File: src/rtl/calc_scheduler.sv
// calc_scheduler: two-requester front end sharing one 8-bit multiplier and
// one 8-bit divider. Grants one operation at a time, holds the latched
// operands on the units for EXEC_CYCLES cycles, then captures the result
// into the granted requester's response buffer.

module multiplier_8 (
  input  logic [7:0]  a,
  input  logic [7:0]  b,
  input  logic [7:0]  c,
  input  logic [7:0]  d,
  output logic [15:0] p
);
  // 0xFF*0xFF + 0xFF + 0xFF == 0xFFFF, so 16 bits hold every result exactly.
  assign p = ({8'h00, a} * {8'h00, b}) + {8'h00, c} + {8'h00, d};
endmodule

module divider_8 (
  input  logic [7:0] a,
  input  logic [7:0] b,
  output logic [7:0] q,
  output logic [7:0] r
);
  // Zero divisor yields zeros here; the scheduler substitutes its own result.
  assign q = (b == 8'h00) ? 8'h00 : a / b;
  assign r = (b == 8'h00) ? 8'h00 : a % b;
endmodule

module calc_scheduler #(
  parameter int EXEC_CYCLES = 1
) (
  input  logic       clk,
  input  logic       rst,
  input  logic       req0_valid,
  output logic       req0_ready,
  input  logic       req0_op,
  input  logic [7:0] req0_a,
  input  logic [7:0] req0_b,
  input  logic [7:0] req0_c,
  input  logic [7:0] req0_d,
  input  logic       req1_valid,
  output logic       req1_ready,
  input  logic       req1_op,
  input  logic [7:0] req1_a,
  input  logic [7:0] req1_b,
  input  logic [7:0] req1_c,
  input  logic [7:0] req1_d,
  output logic       rsp0_valid,
  input  logic       rsp0_ready,
  output logic [7:0] rsp0_hi,
  output logic [7:0] rsp0_lo,
  output logic       rsp0_err,
  output logic       rsp1_valid,
  input  logic       rsp1_ready,
  output logic [7:0] rsp1_hi,
  output logic [7:0] rsp1_lo,
  output logic       rsp1_err,
  output logic       busy
);

  typedef enum logic {IDLE, EXEC} state_t;

  localparam logic [3:0] CNT_LOAD = 4'(EXEC_CYCLES - 1);

  state_t      state_q, state_d;
  logic [3:0]  cnt_q;
  logic        prio_q;     // requester that wins when both are eligible
  logic        id_q;
  logic        op_q;
  logic [7:0]  a_q, b_q, c_q, d_q;

  logic        elig0, elig1, grant_valid, grant_id, accept;
  logic [15:0] mul_p;
  logic [7:0]  div_q, div_r;
  logic [7:0]  res_hi, res_lo;
  logic        res_err;
  logic        done;

  multiplier_8 u_mul (.a(a_q), .b(b_q), .c(c_q), .d(d_q), .p(mul_p));
  divider_8    u_div (.a(a_q), .b(b_q), .q(div_q), .r(div_r));

  // Arbitration: eligible requesters, round-robin tie-break, combinational ready.
  always_comb begin
    // NOTE: every always_comb output gets a default first so no path can infer a latch.
    req0_ready  = 1'b0;
    req1_ready  = 1'b0;
    elig0       = req0_valid && !rsp0_valid;
    elig1       = req1_valid && !rsp1_valid;
    grant_valid = elig0 || elig1;
    grant_id    = (elig0 && elig1) ? prio_q : elig1;
    if (state_q == IDLE && !rst && grant_valid) begin
      req0_ready = !grant_id;
      req1_ready = grant_id;
    end
  end

  assign accept = req0_ready || req1_ready;
  assign done   = (state_q == EXEC) && (cnt_q == 4'd0);
  assign busy   = (state_q == EXEC);

  // Next-state logic for the IDLE/EXEC controller.
  always_comb begin
    state_d = state_q;
    case (state_q)
      IDLE:    if (accept) state_d = EXEC;
      EXEC:    if (cnt_q == 4'd0) state_d = IDLE;
      default: state_d = IDLE;
    endcase
  end

  // State register.
  always_ff @(posedge clk) begin
    // NOTE: sequential state uses non-blocking assignments so all registers update together.
    if (rst) state_q <= IDLE;
    else     state_q <= state_d;
  end

  // Result selection from the shared units, with divide-by-zero override.
  always_comb begin
    res_hi  = mul_p[15:8];
    res_lo  = mul_p[7:0];
    res_err = 1'b0;
    if (op_q) begin
      if (b_q == 8'h00) begin
        res_hi  = 8'hFF;
        res_lo  = a_q;
        res_err = 1'b1;
      end else begin
        res_hi  = div_q;
        res_lo  = div_r;
      end
    end
  end

  // Control: counter, round-robin pointer and granted id.
  always_ff @(posedge clk) begin
    if (rst) begin
      cnt_q  <= 4'd0;
      prio_q <= 1'b0;
      id_q   <= 1'b0;
    end else if (accept) begin
      cnt_q  <= CNT_LOAD;
      prio_q <= !grant_id;
      id_q   <= grant_id;
    end else if (state_q == EXEC && cnt_q != 4'd0) begin
      cnt_q  <= cnt_q - 4'd1;
    end
  end

  // Operand latch on accept; a change while not ready has no effect.
  always_ff @(posedge clk) begin
    // NOTE: operand registers are pure data qualified by state, so they carry no reset.
    if (accept) begin
      op_q <= grant_id ? req1_op : req0_op;
      a_q  <= grant_id ? req1_a  : req0_a;
      b_q  <= grant_id ? req1_b  : req0_b;
      c_q  <= grant_id ? req1_c  : req0_c;
      d_q  <= grant_id ? req1_d  : req0_d;
    end
  end

  // Response buffer 0: fill on completion, drain on handshake, data holds.
  always_ff @(posedge clk) begin
    if (rst) begin
      rsp0_valid <= 1'b0;
      rsp0_hi    <= 8'h00;
      rsp0_lo    <= 8'h00;
      rsp0_err   <= 1'b0;
    end else if (done && !id_q && !rsp0_valid) begin
      rsp0_valid <= 1'b1;
      rsp0_hi    <= res_hi;
      rsp0_lo    <= res_lo;
      rsp0_err   <= res_err;
    end else if (rsp0_valid && rsp0_ready) begin
      rsp0_valid <= 1'b0;
    end
  end

  // Response buffer 1: same behaviour as buffer 0.
  always_ff @(posedge clk) begin
    if (rst) begin
      rsp1_valid <= 1'b0;
      rsp1_hi    <= 8'h00;
      rsp1_lo    <= 8'h00;
      rsp1_err   <= 1'b0;
    end else if (done && id_q && !rsp1_valid) begin
      rsp1_valid <= 1'b1;
      rsp1_hi    <= res_hi;
      rsp1_lo    <= res_lo;
      rsp1_err   <= res_err;
    end else if (rsp1_valid && rsp1_ready) begin
      rsp1_valid <= 1'b0;
    end
  end

endmodule

File: config.mk
export PLATFORM = sky130hd
export DESIGN_NAME = calc_scheduler
export DESIGN_NICKNAME = d
export VERILOG_FILES = /design/src/rtl/calc_scheduler.sv
export SDC_FILE = /design/constraint.sdc
export NUM_CORES = 1
export LEC_CHECK = 0
export ABC_AREA = 1
export CORE_MARGIN = 2
export CORE_UTILIZATION = 30
export DETAILED_ROUTE_END_ITERATION = 8
export DONT_BUFFER_PORTS = 1
export REMOVE_ABC_BUFFERS = 1
export SYNTH_ARGS = -nofsm -noshare
export SYNTH_HDL_FRONTEND = slang
export SYNTH_SLANG_ARGS = --single-unit
File: constraint.sdc
create_clock -name clk -period 9.7 [get_ports clk]
set_input_delay 1.94 -clock clk [delete_from_list [all_inputs] [get_ports clk]]
set_output_delay 1.94 -clock clk [all_outputs]
set_load 0.005 [all_outputs]
* Word-level counts from Yosys, hierarchy flattened
Index checks and enable logic that the tools add are counted.
** Storage, ports and cells
- Register bits :: 76
- Input port bits :: 72
- Output and inout bits :: 39
- Word-level logic and storage cells :: 71
** Cells by class
- Add/subtract/negate cells :: 3
- Multipliers :: 1
- Divide/modulo/power cells :: 2
- Mux-type cells :: 21
- Bitwise operators :: 1
- Reductions and logical operators :: 26
** Operators by type and width (number)
- two-way mux 8 bit :: 8
- adder 16 x 8 -> 16 bit :: 2
- multiplier 8 x 8 -> 16 bit :: 1
- logical AND 1 bit :: 13
- two-way mux 1 bit :: 12
- divider 8 x 8 -> 8 bit :: 1
- zero test 8 bit :: 1
- remainder unit 8 x 8 -> 8 bit :: 1
- zero test 1 bit :: 5
- zero test 4 bit :: 1
- nonzero test 2 bit :: 2
- nonzero test 4 bit :: 1
- subtractor 4 x 1 -> 4 bit, second input constant :: 1
- logical OR 1 bit :: 2
- one-hot mux 1 bit (2 select lines) :: 1
- OR reduction 2 bit :: 1
- inverter 1 bit :: 1

* Depth between registers and ports, before layout
- Depth after elaboration :: 9
- Depth in mapped cells :: 73

* Hierarchy
A second synthesis with hierarchy kept.
** Second synthesis, totals
- Cells, all modules :: 1229
- Area, all modules :: 8483.1 um^2
** Modules (own cells, without submodules)
- calc_scheduler :: instances 1, cells an instance 465, area each 3570.9 um^2, seq. area each 1851.8 um^2
- multiplier_8 :: instances 1, cells an instance 410, area each 2865.2 um^2, seq. area each 0.0 um^2
- divider_8 :: instances 1, cells an instance 354, area each 2047.0 um^2, seq. area each 0.0 um^2

* Worst setup path after synthesis
No wires, ideal clock.
- Path type :: register to register
- From :: register b_q[0]
- To :: register rsp0_lo[0]
- Library setup time :: 115 ps
- Arrival time :: 8979 ps
- Setup slack :: 605 ps
- Cell stages (with the launch flop) :: 69
- Buffers on the path :: 0
- Period minus slack after synthesis :: 9095 ps
- Cells stage by stage :: edfxtp_1 -> inv_1 -> ha_1 -> inv_1 -> nor3_1 -> nand2_1 -> and2_1 -> ha_1 -> inv_1 -> o21bai_1 -> nand2_2 -> nand2_1 -> o21ai_0 -> ha_1 -> a21oi_1 -> nand2_1 -> or2_2 -> nand2_1 -> (+33 left out) -> nand2_1 -> nand2_1 -> a21oi_1 -> xor2_1 -> nand2_1 -> and2_1 -> ha_1 -> nand2_1 -> nor2_1 -> nand4_1 -> o2111ai_1 -> nand2_1 -> inv_1 -> nand2_1 -> o211ai_1 -> nand2_1 -> o21ai_0 -> inv_1
** On the way
- Cells in the longest elaborated chain, start to end :: 4
- Elaborated cells on any way between the ends :: 7
- Those cells by class :: 2 x add/sub; 1 x mul; 1 x div; 2 x mux; 1 x reduce/logical
** Ends and longest elaborated chain
- start, declared :: RTL line 69 : logic [7:0] a_q, b_q, c_q, d_q;
- start signal, assigned :: RTL line 155 : b_q <= grant_id ? req1_b : req0_b;
- branches (longest 3 deep; another with remainder unit 8 x 8 -> 8 bit)
- two-way mux 8 bit * :: RTL line 122 : if (op_q) begin
- end signal, assigned :: RTL line 171 : rsp0_lo <= res_lo;
- end, declared :: RTL line 50 : output logic [7:0] rsp0_lo,
Every way passes the cells marked *.
A chain may end at the register's enable or synchronous reset.

* Worst setup path after layout
- From :: register b_q[0]
- To :: register rsp1_lo[5]
** On the way
- Cells in the longest elaborated chain, start to end :: 4
- Elaborated cells on any way between the ends :: 7
- Those cells by class :: 2 x add/sub; 1 x mul; 1 x div; 2 x mux; 1 x reduce/logical
** Ends and longest elaborated chain
- branches (longest 3 deep; another with remainder unit 8 x 8 -> 8 bit)
- two-way mux 8 bit * :: RTL line 122
- end signal, assigned :: RTL line 188 : rsp1_lo <= res_lo;
- end, declared :: RTL line 55 : output logic [7:0] rsp1_lo,
Marked as above.

==> metrics.txt <==
die area=28050 µm²; WP data arrival=9.30 ns; fill cell count=2756; layout cell share with drive strength beyond 1=15.89%; Yosys reg bits=76; final setup TNS=0 ns; final setup fails=0; number of max-cap violations=0; CTS Sinks=76; synth top area cells=ha_1 14%, nand2_1 14%, fa_1 12%; CTS tree=yes; vias post-DR=6838; Worst-Margin Slew=0.9481 ns; Syn-to-layout area delta=15.26%; CTS clock-pin slew for the worst setup and hold paths=0.06 ns; Post-Layout Cell Count=1424; Synth warnings=0; Startpoint Class=register; Synth cell types=49; slowest CP cell=edfxtp_1; first-pass GRT wire length=33910 µm; vias in the first global route=6590; slew margin rel.=36.40%; storage element area=1852 µm²; final WL=21430 µm; Sw Ratio=50.58%; grt ovf=0; Final ANT Viol Nets=0; Port Buf Inserts=0; buffers and inverters on the worst path=11; Iter 0 DRT Violations=408; worst hold endpoint=cnt_q[0]; CP required=9.93 ns; initial core utilization=30.68%; family with the most delay on the worst path=simple AND/OR/NAND/NOR gates; max-slew violation count=0; Post-Syn Area per Cell=7.410 µm²; cell mode on critical path=nand2_1; leakage=4.660 nW; clk root buf=clkbuf_16; H-Tree Depth=3; Die Height=167.5 µm; Worst VDD drop=0.1695 mV; gp weighted congestion=0.8915; Post-route DRC=2; placed cell count=1396; Longest Clk Path Bufs=2; final clock skew=0.008689 ns; drt first pass iters=7; reg-to-reg endpoint=rsp1_lo[5]; R2R setup slack=0.62 ns; total CTS buffers=9; pwr dens=261.8 nW/µm²; Internal=1.196 mW; register area share after synthesis=23.10%; Site Rows=59; power share of the sequential group=16.2%; Routed wire per std cell=15.05 µm; status=finished with violations; Hold Path Stages=2; crit path time final=9.076 ns; largest area contributor in the netlist=ha_1; Critical Path Sink Type=register; Max Clock Freq=110.2 MHz; area share of the largest cell type after synthesis=14.36%; initial antenna violation count=0; GRT Total Usage=15.22%; # IOs=111; violated checks=DRC; commonest non-fill, non-tap cell in the layout=nand2_1; CP Max Fanout=9; synthesized cell area=8018 µm²; WS Path Type=register to register; Hold Crit Class=register to register; P_sw=1.224 mW; area of the multi-input gates=5724 µm²; post-DR vias/cell=4.802; nets=1298; logic gate share of total power=69.8%; pin count of the biggest net entering global routing=37; slowest cell delay on critical path=0.41 ns; Die Wd=167.5 µm; synthesized instance count=1082; Tcrit/Tclk final=93.57%; core area=26130 µm²; Clock power frac=14.0%; Hold Crit Start=cnt_q[0]; Antenna Cells=0; R2R cell count=65; most frequent cells in the layout=267 x nand2_1, 170 x inv_1, 76 x ha_1, 53 x nor2_1, 52 x a21oi_1; CTS Hold Buffers Added=0; final core occ=35.36%; Post-Place Cell Area=8397 µm²; Fin. Hold Viols=0; clk_lat worst skew=0.35 ns; detailed placement HPWL=16580 µm; RR Startpoint=b_q[0]; post-route cell area=9241 µm²
-- kinds of logic after synthesis --
group                      count (synthesis)  synth area share [%]
and+or+nand+nor                          445                 24.10
buffers and inverters                    228                 11.14
AOI/OAI and AO/OA                        157                 11.11
adders and majority gates                142                 26.84
DFF                                       76                 23.10
xor gates and xnor gates                  34                 3.714
-- sequential cells by signal, summed over array words and instances (netlist names), 8 cells and up --
name and count:
rsp1_lo 8, rsp0_lo 8, rsp0_hi 8, b_q 8, a_q 8, d_q 8, c_q 8, rsp1_hi 8
-- cells in the mapped netlist, drive strengths merged --
cell type,instances
o21ai,65
and2,6
nor3b,1
dfxtp,43
xnor2,8
a21oi,62
a311oi,1
clkinv,3
nand2,300
a21o,3
o21bai,2
nor4,1
nand4,3
a22oi,2
a21boi,1
ha,92
nor3,13
o22ai,3
nand3,50
o211a,1
a32oi,1
xor2,26
o2111ai,2
o21a,2
edfxtp,33
or2,7
buf,8
o211ai,8
clkbuf,30
o31ai,3
inv,187
a211oi,1
nor2,62
nand3b,2
fa,50
-- worst min-delay path, stage by stage (launching register included) --
cell and delay [ns]:
dfxtp_1 0.32, nand2_1 0.06, a21oi_1 0.06
-- per-layer routing --
metal  GRT usage [%]  up-vias  routed length (µm)  part of all wire (%)
li1                -     3427                   -                     -
met1           19.07     3222                9499                    44
met2           26.97      155               10770                    50
met3           2.245       34                 698                   3.3
met4           4.802        0                 462                   2.2
met5               0        -                   0                     0
-- power groups by stage --
stage                     sequential, mW  combinational (mW)  clock, mW
after detailed placement           0.400                1.58          0
final                              0.392                1.69      0.338
after global placement             0.400                1.57          0
after floorplan                    0.393                1.18          0
after CTS                          0.392                1.60      0.347
after global routing               0.395                1.92      0.360
-- metrics by stage --
stage / hold slack (ns) / total power, mW / setup slack [ns]
3_3_place_gp: 0.4718 / 1.973 / 0.1462
2_1_floorplan: 0.4496 / 1.571 / 0.5951
6_report: 0.4861 / 2.420 / 0.6242
3_5_place_dp: 0.4765 / 1.981 / -0.07811
5_1_grt: 0.5179 / 2.679 / -0.1243
4_1_cts: 0.4886 / 2.335 / 0.007544
-- worst max-delay path by stage --
stage               startpoint         end  depth (start not counted)
floorplan               b_q[0]  rsp1_lo[0]                         68
finish                  b_q[0]  rsp1_lo[5]                         65
global placement        b_q[2]  rsp0_lo[0]                         67
global route            b_q[0]  rsp0_lo[0]                         73
detailed placement      b_q[2]  rsp0_lo[0]                         67
CTS                     b_q[0]  rsp0_lo[0]                         69
-- timing repair --
action	CTS	global route
buffers inserted	2	10
endpoints found under the setup margin	14	18
pin swaps	1	41
gates resized for setup	0	102
hold endpoints to repair	0	0
-- final cells by class --
| type | instances | area share [%] |
|---|---|---|
| clock inverters | 5 | 0.3385 |
| well taps | 335 | 4.536 |
| clock buffers | 11 | 2.857 |
| multi-input cells | 778 | 61.94 |
| repair buffers | 29 | 2.396 |
| flip-flops and latches | 76 | 20.04 |
| inverters | 190 | 7.893 |
Note: power is estimated with default switching activity, not from simulation.
